$ cat config.mk
export PLATFORM = sky130hd
export DESIGN_NAME = m8_32_lane_sched
export DESIGN_NICKNAME = d
export VERILOG_FILES = /design/src/rtl/m8_32_lane_sched_pkg.sv /design/src/rtl/m8_32_lane_sched_rr_arbiter.sv /design/src/rtl/m8_32_lane_sched.sv
export SDC_FILE = /design/constraint.sdc
export NUM_CORES = 1
export LEC_CHECK = 0
export ABC_AREA = 1
export BUFFER_PORTS_ARGS = -buffer_cell sky130_fd_sc_hd__clkbuf_2
export CORE_AREA = 4 4 64 89
export CTS_CLUSTER_DIAMETER = 30
export DETAILED_ROUTE_END_ITERATION = 10
export DIE_AREA = 0 0 68 93
export GPL_TIMING_DRIVEN = 0
export PLACE_DENSITY = 0.74
export SLEW_MARGIN = 20
export SYNTH_ARGS = -nofsm -noshare
export SYNTH_HDL_FRONTEND = slang
export SYNTH_SLANG_ARGS = --single-unit
$ cat constraint.sdc
create_clock -name clk_4f -period 2.3 [get_ports clk_4f]
set_clock_uncertainty 0.05 [all_clocks]
set_input_delay 0.115 -clock clk_4f [delete_from_list [all_inputs] [get_ports clk_4f]]
set_output_delay 0.115 -clock clk_4f [all_outputs]
set_load 0.02 [all_outputs]
$ cat src/rtl/m8_32_lane_sched_pkg.sv
// Shared types and constants for the byte-lane scheduler feeding the 8b->32b packer.
// Holds the FSM encoding, word geometry, default pad value and lane-index width helper.
package m8_32_lane_sched_pkg;

    typedef enum logic [1:0] {
        ST_IDLE = 2'd0,
        ST_BUSY = 2'd1,
        ST_PAD  = 2'd2
    } sched_state_t;

    localparam int         WORD_BYTES       = 4;
    localparam logic [7:0] DEFAULT_PAD_BYTE = 8'h00;

    // A single lane still needs a 1-bit index so ports never collapse to zero width.
    function automatic int lane_idx_w(input int n);
        return (n <= 2) ? 1 : $clog2(n);
    endfunction

endpackage

$ cat src/rtl/m8_32_lane_sched_rr_arbiter.sv
// Combinational round-robin pick: first requester found searching from i_ptr+1, wrapping.
// Zero latency; no backpressure, the caller decides when the result is used.
module m8_32_lane_sched_rr_arbiter #(
    parameter int NUM_LANES = 4,
    parameter int LW        = 2
) (
    input  logic [NUM_LANES-1:0] i_req,
    input  logic [LW-1:0]        i_ptr,
    output logic [NUM_LANES-1:0] o_grant,
    output logic [LW-1:0]        o_idx,
    output logic                 o_any
);

    logic [LW-1:0] w_cand;

    always_comb begin
        o_grant = '0;
        o_idx   = '0;
        o_any   = 1'b0;
        w_cand  = '0;
        // The lane at i_ptr itself is visited last, giving it lowest priority.
        for (int k = 1; k <= NUM_LANES; k++) begin
            w_cand = LW'((int'(i_ptr) + k) % NUM_LANES);
            if (!o_any && i_req[w_cand]) begin
                o_any           = 1'b1;
                o_grant[w_cand] = 1'b1;
                o_idx           = w_cand;
            end
        end
    end

endmodule

$ cat src/rtl/m8_32_lane_sched.sv
// Round-robin scheduler granting one byte lane per 32-bit word to a shared 8b->32b packer.
// One-cycle byte latency; stalled words time out and are padded, back-to-back grants have no bubble.
module m8_32_lane_sched
    import m8_32_lane_sched_pkg::*;
#(
    parameter int         NUM_LANES = 4,
    parameter int         STALL_MAX = 8,
    parameter logic [7:0] PAD_BYTE  = DEFAULT_PAD_BYTE
) (
    input  logic                                clk_4f,
    input  logic                                reset,
    input  logic [NUM_LANES-1:0]                req_in,
    input  logic [NUM_LANES-1:0]                valid_in,
    input  logic [8*NUM_LANES-1:0]              data_in,
    output logic [NUM_LANES-1:0]                ack_out,
    output logic [NUM_LANES-1:0]                grant_out,
    output logic [7:0]                          data_input_o,
    output logic                                valid_input_o,
    output logic                                word_done,
    output logic [lane_idx_w(NUM_LANES)-1:0]    word_lane,
    output logic                                pad_flag
);

    localparam int            LW         = lane_idx_w(NUM_LANES);
    localparam int            SW         = $clog2(STALL_MAX + 1);
    localparam logic [SW-1:0] STALL_LAST = SW'(STALL_MAX - 1);
    localparam logic [SW-1:0] STALL_SAT  = SW'(STALL_MAX);
    localparam logic [1:0]    LAST_BYTE  = 2'(WORD_BYTES - 1);

    sched_state_t         r_state, w_state_nxt;
    logic [NUM_LANES-1:0] r_grant, w_grant_nxt;
    logic [LW-1:0]        r_gidx, w_gidx_nxt;
    logic [1:0]           r_byte_cnt, w_byte_nxt;
    logic [SW-1:0]        r_stall_cnt, w_stall_nxt;
    logic [LW-1:0]        r_rr_ptr, w_rr_nxt;
    logic [7:0]           r_data, w_data_nxt;
    logic                 r_valid, w_valid_nxt;
    logic                 r_done, w_done_nxt;
    logic [LW-1:0]        r_word_lane, w_lane_nxt;
    logic                 r_pad_flag, w_pad_nxt;

    logic [NUM_LANES-1:0] w_arb_grant;
    logic [LW-1:0]        w_arb_idx;
    logic                 w_arb_any;
    logic [LW-1:0]        w_arb_ptr;
    logic                 w_lane_vld;
    logic [7:0]           w_lane_dat;
    logic                 w_word_end;

    // IDLE resumes rotation from the last finished lane; at word end the current lane is the pointer.
    assign w_arb_ptr = (r_state == ST_IDLE) ? r_rr_ptr : r_gidx;

    m8_32_lane_sched_rr_arbiter #(
        .NUM_LANES (NUM_LANES),
        .LW        (LW)
    ) u_arb (
        .i_req   (req_in),
        .i_ptr   (w_arb_ptr),
        .o_grant (w_arb_grant),
        .o_idx   (w_arb_idx),
        .o_any   (w_arb_any)
    );

    assign ack_out    = (r_state == ST_BUSY) ? (r_grant & valid_in) : '0;
    assign w_lane_vld = |ack_out;

    always_comb begin
        w_lane_dat = '0;
        for (int i = 0; i < NUM_LANES; i++) begin
            if (r_grant[i]) begin
                w_lane_dat = data_in[8*i +: 8];
            end
        end
    end

    always_comb begin
        w_state_nxt = r_state;
        w_grant_nxt = r_grant;
        w_gidx_nxt  = r_gidx;
        w_byte_nxt  = r_byte_cnt;
        w_stall_nxt = r_stall_cnt;
        w_rr_nxt    = r_rr_ptr;
        w_data_nxt  = r_data;
        w_valid_nxt = 1'b0;
        w_done_nxt  = 1'b0;
        w_lane_nxt  = r_word_lane;
        w_pad_nxt   = 1'b0;
        w_word_end  = 1'b0;

        case (r_state)
            ST_IDLE: begin
                if (w_arb_any) begin
                    w_grant_nxt = w_arb_grant;
                    w_gidx_nxt  = w_arb_idx;
                    w_byte_nxt  = '0;
                    w_stall_nxt = '0;
                    w_state_nxt = ST_BUSY;
                end
            end
            ST_BUSY: begin
                if (w_lane_vld) begin
                    w_data_nxt  = w_lane_dat;
                    w_valid_nxt = 1'b1;
                    w_stall_nxt = '0;
                    if (r_byte_cnt == LAST_BYTE) begin
                        w_word_end = 1'b1;
                    end else begin
                        w_byte_nxt = r_byte_cnt + 2'd1;
                    end
                end else if (r_stall_cnt == STALL_LAST) begin
                    w_stall_nxt = STALL_SAT;
                    if (r_byte_cnt == 2'd0) begin
                        w_grant_nxt = '0;
                        w_rr_nxt    = r_gidx;
                        w_state_nxt = ST_IDLE;
                    end else begin
                        w_state_nxt = ST_PAD;
                    end
                end else begin
                    w_stall_nxt = r_stall_cnt + SW'(1);
                end
            end
            ST_PAD: begin
                w_data_nxt  = PAD_BYTE;
                w_valid_nxt = 1'b1;
                if (r_byte_cnt == LAST_BYTE) begin
                    w_word_end = 1'b1;
                    w_pad_nxt  = 1'b1;
                end else begin
                    w_byte_nxt = r_byte_cnt + 2'd1;
                end
            end
            default: begin
                w_grant_nxt = '0;
                w_state_nxt = ST_IDLE;
            end
        endcase

        if (w_word_end) begin
            w_done_nxt  = 1'b1;
            w_lane_nxt  = r_gidx;
            w_rr_nxt    = r_gidx;
            w_byte_nxt  = '0;
            w_stall_nxt = '0;
            if (w_arb_any) begin
                w_grant_nxt = w_arb_grant;
                w_gidx_nxt  = w_arb_idx;
                w_state_nxt = ST_BUSY;
            end else begin
                w_grant_nxt = '0;
                w_state_nxt = ST_IDLE;
            end
        end
    end

    always_ff @(posedge clk_4f or negedge reset) begin
        if (!reset) begin
            r_state     <= ST_IDLE;
            r_grant     <= '0;
            r_gidx      <= '0;
            r_byte_cnt  <= '0;
            r_stall_cnt <= '0;
            r_rr_ptr    <= LW'(NUM_LANES - 1);
            r_data      <= '0;
            r_valid     <= 1'b0;
            r_done      <= 1'b0;
            r_word_lane <= '0;
            r_pad_flag  <= 1'b0;
        end else begin
            r_state     <= w_state_nxt;
            r_grant     <= w_grant_nxt;
            r_gidx      <= w_gidx_nxt;
            r_byte_cnt  <= w_byte_nxt;
            r_stall_cnt <= w_stall_nxt;
            r_rr_ptr    <= w_rr_nxt;
            r_data      <= w_data_nxt;
            r_valid     <= w_valid_nxt;
            r_done      <= w_done_nxt;
            r_word_lane <= w_lane_nxt;
            r_pad_flag  <= w_pad_nxt;
        end
    end

    assign grant_out     = r_grant;
    assign data_input_o  = r_data;
    assign valid_input_o = r_valid;
    assign word_done     = r_done;
    assign word_lane     = r_word_lane;
    assign pad_flag      = r_pad_flag;

endmodule

Word-level counts from Yosys, hierarchy flattened
Index checks and enable logic that the tools add are counted.

$add $sub $neg: 6. Bitwise logic cells: 4. $lt $le $gt $ge: 8. Muxes and demuxes: 76. Reductions and logical operators: 25. Equality and inequality tests: 12.

Operator list (count): 4-bit two-way mux (15); 2-bit two-way mux (23); 8-bit two-way mux (5); 1-bit two-way mux (18); 8-bit case mux with 2 select lines (1); 2-bit by 3-bit < comparator with 1-bit output, second input constant (4); 4-bit OR (3); 2-bit case mux with 3 select lines (2); 4-bit case mux with 3 select lines (1); 3-bit by 2-bit inequality test with 1-bit output, second input constant (3); 1-bit binary-select mux with 2-bit select (4); 1-bit demux with 2-bit select (4); 2-bit by 1-bit greater-or-equal comparator with 1-bit output, second input constant (4); 4-bit case mux with 2 select lines (1); 4-bit AND reduction (2); 2-bit nonzero test (4); 1-bit logical AND (7); 2-bit by 1-bit adder with 2-bit output, second input constant (3); 3-bit inequality test, second input constant (2); 5-bit AND reduction (1); 2-bit adder, second input constant (2); 4-bit by 1-bit adder with 4-bit output, second input constant (1); 4-bit AND (1); 2-bit equality test, second input constant (2); 12 further kinds (18).

Output and inout port bits: 21. Flip-flop bits (word level): 29. Bits of input ports: 42. Logic and storage cells: 142.

Depth between registers and ports, before layout
Gate-level depths: netlist of run 1.

Depth after elaboration: 19. Mapped depth: 17.

Modules after synthesis
From an unflattened synthesis of run 1, not the netlist that was laid out.

Cells, all modules: 336. Area total of the unflattened synthesis: 2343.5 µm².

Modules (own cells, without submodules): m8_32_lane_sched (times used 1, cells each 262, area an instance 1885.6 µm²); m8_32_lane_sched_rr_arbiter (times used 1, cells each 74, area an instance 457.9 µm²).

Least setup slack after synthesis of run 1
Ideal clock, no wire load.

Path type: reg-to-reg. Start point: register r_state[0]. End point: register r_grant[0] (netlist: grant_out[0]). Required time: 2.133 ns. Data arrival time: 2.227 ns. Path slack: -0.094 ns. Library setup time: 0.117 ns. Stages on the path, launching flop included: 15. Cell sequence: dfrtp_1 -> inv_1 -> ha_1 -> o21ai_1 -> ha_1 -> nand3_1 -> nand2_4 -> inv_2 -> nand2_2 -> nor2_4 -> nand2_1 -> nand2_1 -> nand2_2 -> nand3_1 -> nand2_1.

Cells in the longest elaborated chain, start to end: 18. Elaborated cells on any way between the ends: 67. Those cells by class: 4 x add/sub; 8 x order compare; 7 x eq/ne; 32 x mux; 3 x bitwise; 13 x reduce/logical.

RTL lines: start: declaration (line m8_32_lane_sched.sv:30) `sched_state_t r_state, w_state_nxt;`; start signal: assignment (line m8_32_lane_sched.sv:170) `r_state <= w_state_nxt;`; branches (longest 18 deep; another with 2-bit by 3-bit < comparator with 1-bit output); end signal: assignment (line m8_32_lane_sched.sv:171) `r_grant <= w_grant_nxt;`; end: declaration (line m8_32_lane_sched.sv:31) `logic [NUM_LANES-1:0] r_grant, w_grant_nxt;`.

Parallel ways; which one is timed is not known. The select of a mux whose other input is x is not followed. A chain may end at the register's enable or synchronous reset.

Worst setup path in the final report of run 1
Start point: register r_state[1]. End point: register r_state[0].

Cells in the longest elaborated chain, start to end: 17. Elaborated cells on any way between the ends: 38. Those cells by class: 4 x add/sub; 6 x eq/ne; 19 x mux; 9 x reduce/logical.

RTL lines: 2-bit zero test (line m8_32_lane_sched.sv:51, m8_32_lane_sched.sv:90); 2-bit two-way mux (line m8_32_lane_sched.sv:51) `assign w_arb_ptr = (r_state == ST_IDLE) ? r_rr_ptr : r_gidx;`; 2-bit by 1-bit adder with 2-bit output (line m8_32_lane_sched_rr_arbiter.sv:23) `w_cand = LW'((int'(i_ptr) + k) % NUM_LANES);`; 1-bit binary-select mux with 2-bit select (line m8_32_lane_sched_rr_arbiter.sv:24) `if (!o_any && i_req[w_cand]) begin`; 1-bit two-way mux (not written as such) (line m8_32_lane_sched_rr_arbiter.sv:24); 1-bit two-way mux (line m8_32_lane_sched_rr_arbiter.sv:24); 1-bit zero test (line m8_32_lane_sched_rr_arbiter.sv:24); 1-bit logical AND (line m8_32_lane_sched_rr_arbiter.sv:24); 1-bit two-way mux (line m8_32_lane_sched_rr_arbiter.sv:24); 1-bit zero test (line m8_32_lane_sched_rr_arbiter.sv:24); 1-bit logical AND (line m8_32_lane_sched_rr_arbiter.sv:24); 1-bit two-way mux (line m8_32_lane_sched_rr_arbiter.sv:24); 1-bit zero test (line m8_32_lane_sched_rr_arbiter.sv:24); 1-bit logical AND (line m8_32_lane_sched_rr_arbiter.sv:24); 1-bit two-way mux (line m8_32_lane_sched_rr_arbiter.sv:24); 3-bit by 2-bit inequality test with 1-bit output (no source line) / 1-bit two-way mux (equally long branches); 4-bit AND reduction (no source line) / 2-bit two-way mux (equally long branches).

Parallel ways exist; a longest one is shown, timed or not. The select of a mux whose other input is x is not followed.

==> run metrics, run 1 <==
non-filler instance count after layout 474; fin. max-slew vios 0; Setup crit start kind flop; # port buffers 62; Seq/Total Area, Yosys 32.8%; HP Class in2reg; CP Data Arrival Time 2.37 ns; Final HPWL DP 4450 µm; post-synthesis cell area 2220 µm²; fin crit share 98.1%; WS Path Type reg2reg; Final setup viols 0; RSZ-0062 raised after global routing true; Antenna Nets Post-Route 0; Max clock buf depth 2; wire per inst 13.5 µm; CTS H-tree depth 2; max frequency 443 MHz; critical path required time 2.41 ns; crit end category flop; outcome completed; hold slack 0.0828 ns; pre-CTS setup slack -0.296 ns; Worst-Skew Late Latency 0.28 ns; Power Dens Cells 1600 nW/µm²; CTS tree built; Tmin final 2.26 ns; commonest cells after routing, fill and taps aside 62 x nand2_1, 62 x clkbuf_2, 34 x inv_1; Syn Area/Cell 6.95 µm²; Starting Density 45.4%; Worst-path clk slew 0.06 ns; via count 2,482; worst setup margin 0.0426 ns; DRC violations left 0; die height 93 µm; GR Overflow Total 0; vias in the first global route 2,251; Leakage 1.68 nW; Routability Congestion 0.827; DR pass1 iterations 5; global-route wire length before repair 9760 µm; Syn Nets 378; Core ar. 4880 µm²; Nets 468; die area 6320 µm²; Sink Count 29; Slew headroom 52.7%; Total Wirelength 6390 µm; antenna violations before repair 0; Worst VDD drop 0.00137 V; placed insts 445; Seq cells post-synth 29; drt initial violations 153; Cell variety after synth 32; Total GRT Usage 19.6%; crit path max fanout 7; n_diodes 0; Root Buffer clkbuf_8; die width 68 µm; largest net degree at the start of global routing 30; Slew @ Worst Pin 0.710 ns; IO Count 63; Via density 5.24; Synth-to-Final Area Change 40.8%; CTS Buf Count 5; Syn Inst Count 319; Synth warnings 0; Final Hold Fails 0; max-cap viol count 0; total power 5.00 mW; layout cells sized above 1 36.8%; # rows 30
worst paths after layout:
check	from	endpoint	slack (ns)	depth (start not counted)
max	r_state[1]$_DFFE_PN0P_	r_state[0]$_DFFE_PN0P_	0.04	14
min in group asynchronous	reset	data_input_o[5]$_DFFE_PN0P_	0.37	2
min	data_in[26]	data_input_o[2]$_DFFE_PN0P_	0.08	3
max reg2reg	r_state[1]$_DFFE_PN0P_	r_state[0]$_DFFE_PN0P_	0.04	14
max in group asynchronous	reset	r_state[0]$_DFFE_PN0P_	1.38	2
min reg2reg	word_lane[0]$_DFFE_PN0N_	word_lane[0]$_DFFE_PN0N_	0.45	2
layer usage:
metal | share of wire, % | wire (µm) | global-route usage (%) | vias to the layer above
li1 | - | - | - | 1233
met1 | 38 | 2430 | 22.3 | 1150
met2 | 55 | 3500 | 35.6 | 85
met3 | 4.9 | 314 | 2.88 | 14
met4 | 2.3 | 144 | 7.46 | 0
met5 | 0 | 0 | 0 | -
flip-flops by register name, summed over array words and instances (netlist names):
register	flops
data_input_o	8
grant_out	4
r_stall_cnt	4
r_byte_cnt	2
r_gidx	2
r_rr_ptr	2
r_state	2
word_lane	2
pad_flag	1
valid_input_o	1
word_done	1
worst max-delay path, stage by stage (launching register included):
cell and delay, ns:
dfrtp_1 0.37, inv_2 0.08, ha_4 0.19, o21ai_4 0.28, ha_4 0.27, nand3_2 0.12
nand2_8 0.09, inv_4 0.09, nand2_4 0.05, nor2_4 0.15, nand2_2 0.09, nand2_2 0.09
nand2_4 0.08, nand2_1 0.08, o21ai_1 0.06
where the power goes:
part / internal (mW) / switching, mW
sequential: 0.653 / 0.0889
combinational: 1.50 / 2.30
clock: 0.270 / 0.185
stage by stage:
step	cell area, µm²	setup TNS, ns	utilization (%)
2_1_floorplan	2220	0	-
3_3_place_gp	2610	-2.76	53.5
3_5_place_dp	2610	-3.30	53.5
4_1_cts	2850	0	58.3
5_1_grt	3120	-0.597	64.0
6_report	3120	0	64.0
Yosys cell counts (all sizes together):
cell    count  share of area [%]
ha         17                9.6
dfrtp      27                 30
a21oi      17                3.8
a21boi      1               0.34
o22ai       1               0.28
o21a        1               0.34
or2         1               0.28
nor2       30                5.6
nand3      43                9.9
inv        41                6.9
and3        1               0.28
nor3        2               0.68
dfstp       2                2.4
o31ai       7                2.4
buf         6                1.5
xor2        1               0.40
nand4       2               0.85
o21ai      37                8.5
nand2      81                 15
clkbuf      1               0.17
final cells by class:
class	count	area [µm²]
Buffer	7	41.3
Clock buffer	7	96.3
Clock inverter	1	5.00
Fill cell	417	1760
Inverter	41	159
Multi-Input combinational cell	242	1530
Sequential cell	29	728
Tap cell	64	80.1
Timing Repair Buffer	83	478
logic make-up after synthesis:
family,Yosys count,synth area share (%)
simple gates,160,32.8
buf+inv,48,8.63
flops,29,32.8
xor+xnor,1,0.395
compound gates,64,15.7
fa+ha+maj,17,9.59
repair_timing:
item                                    in CTS  in global routing
resized for setup                           15                 40
pin swaps                                    4                 25
setup buffers                                6                 14
hold buffers                                 1                  0
endpoints found under the setup margin      14                 15
endpoints found under the hold margin       27                  0
Power figures use the tool's default switching activity.
==> inputs of run 2 (changes only) <==
--- a/config.mk
+++ b/config.mk
@@ -8,12 +8,14 @@
 export ABC_AREA = 1
 export BUFFER_PORTS_ARGS = -buffer_cell sky130_fd_sc_hd__clkbuf_2
 export CORE_AREA = 4 4 64 89
+export CTS_BUF_LIST = sky130_fd_sc_hd__clkbuf_8
 export CTS_CLUSTER_DIAMETER = 30
 export DETAILED_ROUTE_END_ITERATION = 10
 export DIE_AREA = 0 0 68 93
 export GPL_TIMING_DRIVEN = 0
-export PLACE_DENSITY = 0.74
+export PLACE_DENSITY = 0.77
 export SLEW_MARGIN = 20
 export SYNTH_ARGS = -nofsm -noshare
 export SYNTH_HDL_FRONTEND = slang
+export SYNTH_HIERARCHICAL = 1
 export SYNTH_SLANG_ARGS = --single-unit
==> run metrics, run 2 <==
Final setup viols 5 (was 0); Via density 5.17 (was 5.24); CTS H-tree depth 2 (unchanged); Seq cells post-synth 29 (unchanged); RSZ-0062 raised after global routing true (unchanged); adder-cell share of the synthesized area 8.01% (was 9.59%); # fillers 394 (was 417); post-synthesis compound-gate area fraction 15.4% (was 15.7%); Antenna Nets Post-Route 0 (unchanged); DR pass1 iterations 4 (was 5); Worst-path clk slew 0.07 ns (was 0.06 ns); pre-CTS setup slack -0.433 ns (was -0.296 ns); Starting Density 48.0% (was 45.4%); area leader, netlist dfrtp_1 (unchanged); post-synthesis simple-gate area fraction 33.4% (was 32.8%); outcome complete, but fails checks (was completed); WS Path Type reg2reg (unchanged); Post-synth top cells 92 x nand2_1, 49 x inv_1, 30 x nand3_1, 27 x dfrtp_1, 18 x nor2_1 (was 70 x nand2_1, 42 x nand3_1, 38 x inv_1, 29 x o21ai_0); failing checks negative setup slack; most common flop cell mapped by yosys dfrtp_1 (unchanged); n_diodes 0 (unchanged); Core ar. 4880 µm² (unchanged); via count 2,608 (was 2,482); fin crit share 102% (was 98.1%); layout cells sized above 1 38.0% (was 36.8%); Total Wirelength 6760 µm (was 6390 µm); Syn Inst Count 336 (was 319); GR Overflow Total 0 (unchanged); FFs w/ async S/R, synth 100% (unchanged); antenna violations before repair 0 (unchanged); largest net degree at the start of global routing 30 (unchanged); Syn Nets 393 (was 378); wire per inst 13.4 µm (was 13.5 µm); max-cap viol count 0 (unchanged); Nets 496 (was 468); Syn Area/Cell 6.97 µm² (was 6.95 µm²); Slew @ Worst Pin 0.713 ns (was 0.710 ns); global-route wire length before repair 10,600 µm (was 9760 µm); Seq/Total Area, Yosys 31.1% (was 32.8%); Max clock buf depth 2 (unchanged); CP Data Arrival Time 2.51 ns (was 2.37 ns); max frequency 426 MHz (was 443 MHz); CTS Buf Count 5 (unchanged); die area 6320 µm² (unchanged); critical path required time 2.47 ns (was 2.41 ns); max reg flops 8 (unchanged); Synth warnings 6 (was 0); crit path max fanout 6 (was 7); Final Hold Fails 0 (unchanged); most frequent cell after synthesis nand2_1 (unchanged); Tmin final 2.35 ns (was 2.26 ns); worst setup margin -0.0474 ns (was 0.0426 ns); drt initial violations 106 (was 153); crit end category flop (unchanged); largest cells by area after synthesis dfrtp_1 29%, nand2_1 15%, ha_1 8.0% (was dfrtp_1 30%, nand2_1 12%, ha_1 9.6%); Slew headroom 52.5% (was 52.7%); Setup crit start kind flop (unchanged); IO Count 63 (unchanged); CTS tree built (unchanged); DRC violations left 0 (unchanged); mux cell area share after synthesis 0% (unchanged); fin. max-slew vios 0 (unchanged); Cell variety after synth 32 (unchanged); Power Dens Cells 1740 nW/µm² (was 1600 nW/µm²); HP Class in2reg (unchanged); Synth-to-Final Area Change 41.8% (was 40.8%); XOR/XNOR share of the synthesized area 0.374% (was 0.395%); vias in the first global route 2,357 (was 2,251); Root Buffer clkbuf_8 (unchanged); hold slack 0.0889 ns (was 0.0828 ns); largest family of logic cells by synthesized area simple AND/OR/NAND/NOR gates (unchanged); Routability Congestion 0.902 (was 0.827); Worst VDD drop 0.00142 V (was 0.00137 V); Final HPWL DP 4720 µm (was 4450 µm); Leakage 1.87 nW (was 1.68 nW); Sink Count 29 (unchanged); r2r setup slk -0.05 ns (was 0.04 ns); # rows 30 (unchanged); EDFF count, synth 0 (unchanged); die width 68 µm (unchanged); # port buffers 62 (unchanged); commonest non-fill, non-tap cell in the layout nand2_1; area fraction of the dominant cell type after synthesis 28.8% (was 30.5%); Worst-Skew Late Latency 0.28 ns (about the same); Total GRT Usage 21.7% (was 19.6%); commonest cells after routing, fill and taps aside 85 x nand2_1, 62 x clkbuf_2, 45 x inv_1 (was 62 x nand2_1, 62 x clkbuf_2, 34 x inv_1); post-synthesis cell area 2340 µm² (was 2220 µm²); die height 93 µm (unchanged)
## run 2: changes by cell type after synthesis, moves of 4 or more
cell / previous run / this run
o31ai_1: 7 / 1
nor2_1: 27 / 18
nand3_1: 42 / 30
a22oi_1: 0 / 4
buf_6: 0 / 5
o21ai_0: 29 / 13
inv_1: 38 / 49
nand2_1: 70 / 92
clkbuf_1: 1 / 6
o22ai_1: 1 / 12
nand4_1: 1 / 12
o21ai_1: 7 / 2
## run 2: final cells by class
type / count / area (µm²) / share of cell area [%]
multi-input cells: 245 / 1560 / 46.8
flip-flops and latches: 29 / 728 / 21.9
clock buffers: 6 / 82.6 / 2.49
inverters: 52 / 208 / 6.25
plain buffers: 10 / 82.6 / 2.49
repair buffers: 96 / 572 / 17.2
clock inverters: 2 / 13.8 / 0.414
well taps: 64 / 80.1 / 2.41
## run 2: routing by layer
metal	global-route usage (%)	share of wire (%)	up-vias
met5	0	0	-
met4	9.78	3.3	0
met3	3.25	5.5	17
met2	40.6	54	86
met1	22.6	37	1196
li1	-	-	1309
## run 2: kinds of logic (layout without fill, tap and decap cells)
| group | Yosys count | after routing |
|---|---|---|
| AOI/OAI and AO/OA | 60 | 60 |
| DFF | 29 | 29 |
| buffers and inverters | 63 | 166 |
| xor gates and xnor gates | 1 | 1 |
| and+or+nand+nor | 168 | 169 |
| adders and majority gates | 15 | 15 |
## run 2: power breakdown
part	internal, mW	leakage [nW]	switching [mW]
sequential	0.711	0.384	0.141
clock	0.242	0.0512	0.197
combinational	1.80	1.43	2.69
total	2.75	1.87	3.03
## run 2: per-stage QoR
stage                     util [%]  TNS (ns)  instance area [µm²]  std cells  power [mW]
after floorplan                  -   -0.0902                 2420        336        3.53
after global routing          68.1     -1.36                 3320        504        6.28
after detailed placement      57.7     -4.85                 2810        462        4.26
after global placement        57.7     -4.08                 2810        462        4.20
after CTS                     65.3    -0.303                 3190        490        5.36
final                         68.1    -0.179                 3320        504        5.78
## run 2: worst paths after layout
check                                       start                           to  cells after the start
hold / removal                        data_in[26]  data_input_o[2]$_DFFE_PN0P_                      3
min in group asynchronous                   reset  data_input_o[1]$_DFFE_PN0P_                      2
max in group asynchronous                   reset           pad_flag$_DFF_PN0_                      2
hold reg to reg                              flop                         flop                      2
setup reg to reg           r_state[0]$_DFFE_PN0P_     grant_out[2]$_DFFE_PN0P_                     18
setup / recovery           r_state[0]$_DFFE_PN0P_     grant_out[2]$_DFFE_PN0P_                     18
## run 2: critical path, cell delays in order, from the launching register on
cell and delay (ns):
dfrtp_1 0.39, inv_2 0.09, ha_4 0.23, nand2_4 0.07, o21ai_4 0.09, inv_4 0.08
ha_4 0.31, inv_4 0.05, nand2_4 0.09, nand2_4 0.07, nor2_4 0.19, a21oi_2 0.08
nand3_2 0.09, nand2_1 0.05, inv_1 0.05, nand4_1 0.06, nand2_1 0.11, nand3_2 0.07
nand2_1 0.06
## run 2: repair_timing
item	4_1_cts	5_1_grt
endpoints found under the setup margin	14	14
gates cloned	1	0
hold buffers	1	0
buffers inserted	18	15
pin swaps	23	21
gates resized for setup	30	13
hold endpoints to repair	27	0
==> inputs of run 3 (changes only) <==
--- a/config.mk
+++ b/config.mk
@@ -6,14 +6,17 @@
 export NUM_CORES = 1
 export LEC_CHECK = 0
 export ABC_AREA = 1
+export ABC_CLOCK_PERIOD_IN_PS = 2300
 export BUFFER_PORTS_ARGS = -buffer_cell sky130_fd_sc_hd__clkbuf_2
 export CORE_AREA = 4 4 64 89
 export CTS_BUF_LIST = sky130_fd_sc_hd__clkbuf_8
 export CTS_CLUSTER_DIAMETER = 30
 export DETAILED_ROUTE_END_ITERATION = 10
 export DIE_AREA = 0 0 68 93
+export GPL_ROUTABILITY_DRIVEN = 0
 export GPL_TIMING_DRIVEN = 0
 export PLACE_DENSITY = 0.77
+export REMOVE_ABC_BUFFERS = 1
 export SLEW_MARGIN = 20
 export SYNTH_ARGS = -nofsm -noshare
 export SYNTH_HDL_FRONTEND = slang
==> run metrics, run 3 (synthesized netlist as in run 2, its figures left out) <==
Total GRT Usage 20.5% (was 21.7%); Final Instance Area 3130 µm² (was 3320 µm²); max frequency 415 MHz (was 426 MHz); dpl cell area 2660 µm² (was 2810 µm²); Worst-path clk slew 0.06 ns (was 0.07 ns); Max clock buf depth 2 (unchanged); Total Wirelength 6690 µm (was 6760 µm); Final HPWL DP 4470 µm (was 4720 µm); R2R Path Start r_state[0]$_DFFE_PN0P_ (unchanged); CP Data Arrival Time 2.58 ns (was 2.51 ns); Power Dens Cells 1790 nW/µm² (was 1740 nW/µm²); CTS Buf Count 5 (unchanged); # rows 30 (unchanged); commonest cells after routing, fill and taps aside 87 x nand2_1, 62 x clkbuf_2, 46 x inv_1 (was 85 x nand2_1, 62 x clkbuf_2, 45 x inv_1); placed insts 451 (was 462); Slew @ Worst Pin 0.730 ns (was 0.713 ns); failing checks negative setup slack (unchanged); GR Overflow Total 0 (unchanged); hold slack 0.0814 ns (was 0.0889 ns); pre-CTS setup slack -1.65 ns (was -0.433 ns); Int Pwr 2.71 mW (was 2.75 mW); layout cells sized above 1 32.9% (was 38.0%); total power 5.59 mW (was 5.78 mW); die height 93 µm (unchanged); Post-Route Utilization 64.2% (was 68.1%); antenna violations before repair 0 (unchanged); Root Buffer clkbuf_8 (unchanged); HP Class in2reg (unchanged); via count 2,535 (was 2,608); Nets 476 (was 496); Final setup viols 6 (was 5); Worst VDD drop 0.00164 V (was 0.00142 V); commonest non-fill, non-tap cell in the layout nand2_1 (unchanged); hold path endpoint data_input_o[1]$_DFFE_PN0P_ (was data_input_o[2]$_DFFE_PN0P_); Core ar. 4880 µm² (unchanged); worst setup margin -0.110 ns (was -0.0474 ns); crit path max fanout 6 (unchanged); Tmin final 2.41 ns (was 2.35 ns); Leakage 1.75 nW (was 1.87 nW); die area 6320 µm² (unchanged); wire per inst 13.8 µm (was 13.4 µm); RSZ-0062 raised after global routing true (unchanged); fin crit share 105% (was 102%); die width 68 µm (unchanged); global-route wire length before repair 10,100 µm (was 10,600 µm); Worst-Skew Late Latency 0.29 ns (was 0.28 ns); non-filler instance count after layout 484 (was 504); hold-critical path depth 3 (unchanged); Reg2Reg Depth 18 (unchanged); Via density 5.24 (was 5.17); Combinational Power Share 74.1% (was 77.6%); drt initial violations 197 (was 106); critical path required time 2.47 ns (about the same); Setup crit start kind flop (unchanged); IO Count 63 (unchanged); max-cap viol count 0 (unchanged); Sink Count 29 (unchanged); Antenna Nets Post-Route 0 (unchanged); max reg flops 8 (unchanged); Starting Density 48.0% (unchanged); n_diodes 0 (unchanged); Critical Path Start r_state[0]$_DFFE_PN0P_ (unchanged); outcome complete, but fails checks (unchanged); Seq pwr share 16.1% (was 14.8%); TNS Setup -0.408 ns (was -0.179 ns); Critical R2R Capture grant_out[0]$_DFFE_PN0P_ (was grant_out[2]$_DFFE_PN0P_); largest net degree at the start of global routing 30 (unchanged); Synth-to-Final Area Change 33.7% (was 41.8%); vias in the first global route 2,273 (was 2,357); Clock power frac 9.8% (was 7.6%); r2r setup slk -0.11 ns (was -0.05 ns); CTS tree built (unchanged); # port buffers 62 (unchanged); crit end category flop (unchanged); DR pass1 iterations 4 (unchanged); switching pwr 2.88 mW (was 3.03 mW); CTS H-tree depth 2 (unchanged); Slew headroom 51.4% (was 52.5%); DRC violations left 0 (unchanged); WS Path Type reg2reg (unchanged); Min-Delay Startpoint data_in[25] (was data_in[26]); Final Hold Fails 0 (unchanged); fin. max-slew vios 0 (unchanged); Net Sw Frac 51.5% (was 52.4%)
==> run 3: cell types whose count changed in the layout (fill, tap and decap cells not counted), moves of 3 or more <==
cell and delta:
buf_4 -11, buf_6 -4, clkbuf_1 -4, nand2_4 -3
nand3_1 +12, nand3_2 -11
==> run 3: worst max-delay path: stages (launching register included) <==
cell     delay [ns]
dfrtp_1        0.42
inv_2          0.11
ha_4           0.22
nand2_4        0.07
o21ai_4        0.10
inv_4          0.09
ha_4           0.31
inv_4          0.05
nand2_4        0.09
nand2_4        0.07
nor2_4         0.18
a21oi_2        0.08
nand3_2        0.08
nand2_1        0.06
inv_1          0.05
nand4_1        0.08
nand2_1        0.10
nand3_1        0.07
nand2_1        0.06
==> run 3: repair_timing <==
| item | CTS | global route |
|---|---|---|
| gates cloned | 0 | 1 |
| endpoints found under the setup margin | 14 | 15 |
| resized for setup | 23 | 19 |
| endpoints found under the hold margin | 27 | 0 |
| pin swaps | 14 | 31 |
| hold buffers | 1 | 0 |
| buffers inserted | 13 | 10 |
==> run 3: layout make-up <==
type,count,area (µm²)
sequential,29,728
tap,64,80.1
inverter,52,205
multi-input combinational,245,1490
fill,414,1750
timing repair buffer,86,509
clock inverter,2,33.8
clock buffer,6,82.6
==> run 3: worst max path at each step <==
stage	slack, ns	depth (start not counted)	endpoint
global route	-0.24	18	grant_out[3]$_DFFE_PN0P_
floorplan	-0.79	13	r_state[1]$_DFFE_PN0P_
detailed placement	-1.65	14	r_state[1]$_DFFE_PN0P_
finish	-0.11	18	grant_out[0]$_DFFE_PN0P_
CTS	0.002	17	grant_out[0]$_DFFE_PN0P_
global placement	-1.59	15	grant_out[2]$_DFFE_PN0P_
==> run 3: power by group through the flow <==
stage / sequential, mW / clock (mW) / combinational (mW)
finish: 0.902 / 0.546 / 4.14
global route: 0.917 / 0.577 / 4.55
CTS: 0.889 / 0.552 / 3.55
detailed placement: 0.902 / 0 / 2.95
global placement: 0.896 / 0 / 2.90
floorplan: 0.979 / 0 / 2.21
==> run 3: per-layer routing <==
layer | vias to the layer above | wire [µm] | global-route usage, %
met5 | - | 0 | 0
met3 | 16 | 362 | 4.21
li1 | 1274 | - | -
met2 | 82 | 3590 | 37.8
met4 | 0 | 165 | 8.79
met1 | 1163 | 2570 | 21.4
